===== src/rtl/pipe_ctrl.sv =====
// Pipeline sequencer: merges stage stall requests, flushes and redirects on exception/eret,
// then masks exceptions for a refill window. Optional stuck-stall watchdog via PIPE_CTRL_WDOG_EN.
module pipe_ctrl #(
  parameter logic [31:0] EXC_VECTOR    = 32'h0000_0020,
  parameter int          REFILL_CYCLES = 2,
  parameter int          WDOG_LIMIT    = 1024
) (
  input  logic        clk,
  input  logic        rst,
  input  logic        stallreq_if,
  input  logic        stallreq_id,
  input  logic        stallreq_ex,
  input  logic        stallreq_mem,
  input  logic [31:0] excepttype_i,
  input  logic [31:0] epc_i,
  output logic [5:0]  stall,
  output logic        flush,
  output logic [31:0] new_pc,
  output logic [1:0]  ctrl_state,
  output logic        wdog_timeout
);

  localparam logic [31:0] EXC_ERET = 32'h0000_000e;
  localparam int          RC_W     = $clog2(REFILL_CYCLES + 1);
  localparam logic [RC_W-1:0] RC_LOAD = RC_W'(REFILL_CYCLES - 1);

  typedef enum logic [1:0] {
    RUN    = 2'b00,
    REFILL = 2'b01
  } state_e;

  state_e          state_q, state_d;
  logic [RC_W-1:0] refill_cnt_q, refill_cnt_d;
  logic            exc_take;

  // Encodings 2'b10/2'b11 are unreachable and behave as RUN.
  assign exc_take   = !rst && (state_q != REFILL) && (excepttype_i != 32'h0);
  assign ctrl_state = state_q;

  always_comb begin
    stall        = 6'b000000;
    flush        = 1'b0;
    new_pc       = 32'h0;
    state_d      = state_q;
    refill_cnt_d = refill_cnt_q;
    if (rst) begin
      state_d      = RUN;
      refill_cnt_d = '0;
    end else if (exc_take) begin
      flush        = 1'b1;
      new_pc       = (excepttype_i == EXC_ERET) ? epc_i : EXC_VECTOR;
      state_d      = REFILL;
      refill_cnt_d = RC_LOAD;
    end else begin
      if (stallreq_mem)     stall = 6'b011111;
      else if (stallreq_ex) stall = 6'b001111;
      else if (stallreq_id) stall = 6'b000111;
      else if (stallreq_if) stall = 6'b000011;
      // The refill window only counts cycles in which the PC actually advanced.
      if (state_q == REFILL && !stall[0]) begin
        if (refill_cnt_q == '0) state_d = RUN;
        else                    refill_cnt_d = refill_cnt_q - 1'b1;
      end
    end
  end

  always_ff @(posedge clk) begin
    state_q      <= state_d;
    refill_cnt_q <= refill_cnt_d;
  end

`ifdef PIPE_CTRL_WDOG_EN
  localparam int WD_W = $clog2(WDOG_LIMIT) + 1;
  localparam logic [WD_W-1:0] WD_MAX = WD_W'(WDOG_LIMIT);

  logic [WD_W-1:0] wdog_cnt_q, wdog_cnt_d;
  logic            wdog_timeout_q, wdog_timeout_d;

  always_comb begin
    wdog_cnt_d     = wdog_cnt_q;
    wdog_timeout_d = wdog_timeout_q;
    if (rst) begin
      wdog_cnt_d     = '0;
      wdog_timeout_d = 1'b0;
    end else begin
      if (!stall[0] || flush)      wdog_cnt_d = '0;
      else if (wdog_cnt_q != WD_MAX) wdog_cnt_d = wdog_cnt_q + 1'b1;
      if (wdog_cnt_d == WD_MAX)    wdog_timeout_d = 1'b1;
    end
  end

  always_ff @(posedge clk) begin
    wdog_cnt_q     <= wdog_cnt_d;
    wdog_timeout_q <= wdog_timeout_d;
  end

  assign wdog_timeout = wdog_timeout_q;
`else
  assign wdog_timeout = 1'b0;
`endif

endmodule


===== config.mk =====
export PLATFORM = sky130hd
export DESIGN_NAME = pipe_ctrl
export DESIGN_NICKNAME = d
export VERILOG_FILES = /design/src/rtl/pipe_ctrl.sv
export SDC_FILE = /design/constraint.sdc
export NUM_CORES = 1
export LEC_CHECK = 0
export BUFFER_PORTS_ARGS = -buffer_cell sky130_fd_sc_hd__buf_2
export CAP_MARGIN = 25
export CORE_AREA = 2 2 53 55
export DETAILED_ROUTE_END_ITERATION = 10
export DIE_AREA = 0 0 55 57
export PLACE_DENSITY = 0.72
export SYNTH_ARGS = -nofsm -noshare
export SYNTH_HDL_FRONTEND = slang
export SYNTH_SLANG_ARGS = --single-unit

===== constraint.sdc =====
create_clock -name clk -period 2.8 [get_ports clk]
set_input_delay 0.7 -clock clk [delete_from_list [all_inputs] [get_ports clk]]
set_output_delay 0.7 -clock clk [all_outputs]
set_load 0.02 [all_outputs]

==> flow_summary.toml <==
[placed_design]
dp_hpwl_um = 2330
io_buffers = 108
dpl_cell_area_um2 = 1230
dp_cells = 226
gp_congestion = 0.761
place_ws_ns = -0.0722

[finish]
drive_gt1_share_pct = 71.4
final_util_pct = 59.6
nFillCells = 215
final_nets = 271
diodes = 0
area_growth_pct = 150
finalNonFillerCells = 230
design_area_um2 = 1560

[detailed_routing]
drtIter0Drc = 22
via_count = 1055
wl_um = 3340
ant_nets = 0
drcViolationCount = 0
wl_per_cell_um = 14.5
vias_per_cell = 4.59
first_pass_iters = 4

[global_routing]
grt_pass1_wl_um = 4050
grt_usage_pct = 17.8
grt_pass1_vias = 915
antenna_found_initial = 0
grt_max_degree = 14
grt_overflow = 0

[die]
row_count = 19
io_pins = 112
die_x_um = 55
start_util_pct = 23.9
core-area_um2 = 2620
die_area_um2 = 3140
die_h_um = 57

[sta]
fmax_ghz = 0.356
setup_violations = 3
finalClockSkew_ns = 0.000251
min_period_ns = 2.81
maxSlewViolCount = 0
hold_viol_final = 0
rsz0062_at_grt = "yes"
fin_crit_sh_pct = 100
timing.final.ws_setup_ns = -0.00677

[critical_path]
critical_path_buf_inv_count = 2
critPathTopFamily = "simple AND/OR/NAND/NOR gates"
reg2regPathDepth = 6
path_common_cell = "buf_2"
endpoint_kind = "output pin"
critical_path_depth = 6
start_kind = "primary input"
path_max_fanout = 5
critPathKind = "in -> out"
critPathRequiredTime_ns = 2.10
cp_data_arrival_time_ns = 2.11
timing.critical_path.slowest_stage_cell = "o31a_1"
cp_cell_sequence = "buf_2 -> nor4_1 -> nand4_1 -> o31a_1 -> nor3_1 -> buf_2"
slowest_delay_ns = 0.41

[yosys]
async_flop_share_pct = 0
synth.most_common_cell = "and2_1"
yosysTopAreaCell = "and2_1"
synth_common_cells = "and2_1, nor3_1, nor4_2"
synth_edf_count = 0
synth_ff_type = "dfxtp_1"
syn-instance-count = 84
ys_seq_elements = 3
ys_seq_area_share_pct = 9.62
avgSynthCellArea_um2 = 7.43
yosysUniqueCellTypes = 28
synth_top_area_share_pct = 31.1
synth_area_um2 = 624
ys_top_cells_by_area = "and2_1, nor4_2, dfxtp_1"
yosysWarningCount = 0

[pwr]
ir_drop_v = 0.000193
p_per_area_nw_per_um2 = 151
p_leak_nw = 0.818

[clock_tree]
clk_pin_slew_worst_paths_ns = 0.04
root_buffer = "clkbuf_4"
cts_made_buffers = 3
clk_path_buf_depth = 2
insertion_delay_ns = 0.23
tritoncts = "done"
clock_sinks = 3
post_cts_buffers = 0
htreeDepth = 1

[flow_run]
maxCapViolCount = 0

[run_status]
violations = "setup timing"
outcome = "finished, violations left"

[hold_path]
hp-class = "reg -> reg"
holdPathStages = 2
[report_power, final]
group          internal (mW)  total (mW)  switching (mW)
combinational         0.0598       0.112          0.0523
clock                 0.0534      0.0762          0.0228
sequential            0.0454      0.0477         0.00231
[per-stage QoR]
stage	hold slack [ns]	total power [mW]	TNS, ns
after CTS	0.577	0.235	-0.148
after global placement	0.541	0.144	-1.30
after floorplan	0.525	0.0872	-0.0358
after detailed placement	0.556	0.145	-1.94
after global routing	0.617	0.255	-2.38
final	0.571	0.236	-0.0115
[worst register-to-register path: stages (launching register included)]
cell	delay, ns
dfxtp_1	0.34
inv_1	0.05
ha_1	0.20
nor2b_1	0.22
nand3_1	0.11
a22oi_1	0.14
o22ai_1	0.10
[cell families (layout without fill, tap and decap cells)]
logic type | count (synthesis) | count (layout) | share of synthesized area (%)
and+or+nand+nor | 60 | 60 | 66.5
buffers and inverters | 11 | 124 | 12.6
AOI/OAI and AO/OA | 8 | 8 | 8.62
DFF | 3 | 3 | 9.62
adders and majority gates | 1 | 1 | 2.00
other | 1 | 3 | 0.601
[repair_timing]
action,in CTS,in global routing
endpoints found under the setup margin,36,36
gates resized for setup,64,23
pin swaps,9,6
hold buffers,0,0
[per-layer routing]
layer / vias to the layer above / global-route usage, % / wire length [um]
met2: 66 / 30.8 / 1620
met5: - / 0 / 0
met3: 2 / 6.54 / 473
li1: 519 / - / -
met1: 468 / 20.0 / 1220
met4: 0 / 4.88 / 19
[cell usage in the layout (no fill, tap or decap)]
| cell | count |
|---|---|
| nor4_4 | 5 |
| nor2_1 | 4 |
| a21o_1 | 1 |
| conb_1 | 3 |
| buf_4 | 11 |
| a22oi_1 | 1 |
| o31a_1 | 1 |
| buf_6 | 38 |
| nand4_1 | 1 |
| clkbuf_4 | 3 |
| inv_1 | 3 |
| nor2b_1 | 1 |
| and2_4 | 11 |
| nor3_4 | 1 |
| and3_1 | 1 |
| buf_2 | 68 |
| and2_1 | 20 |
| nor4_1 | 3 |
| or2_2 | 1 |
| nand4_2 | 1 |
| nor3b_2 | 1 |
| ha_1 | 1 |
| a311oi_1 | 1 |
| nor4_2 | 2 |
| or3_1 | 1 |
| nor3_1 | 5 |
| o22ai_1 | 1 |
| clkbuf_1 | 1 |
| nand3_1 | 2 |
| a21oi_1 | 2 |
| o21ai_0 | 1 |
| dfxtp_1 | 3 |
[layout make-up]
cell class / instances / area, um^2 / share of cell area (%)
inverters: 3 / 11.3 / 0.722
multi-input cells: 72 / 572 / 36.7
well taps: 31 / 38.8 / 2.49
flip-flops and latches: 3 / 60.1 / 3.85
clock buffers: 4 / 26.3 / 1.69
repair buffers: 117 / 851 / 54.6
[state kept, by name, indices dropped and copies added (netlist names)]
signal and count:
refill_cnt_q 2, ctrl_state 1
[worst paths after layout]
kind,slack [ns],from,endpoint
worst max-delay path,-0.007,excepttype_i[19],stall[2]
worst min-delay path,0.57,refill_cnt_q[1],refill_cnt_q[1]
worst max register to register,1.51,refill_cnt_q[0],refill_cnt_q[0]
worst min register to register,0.57,refill_cnt_q[1],refill_cnt_q[1]
(Power assumes the default switching activity.)
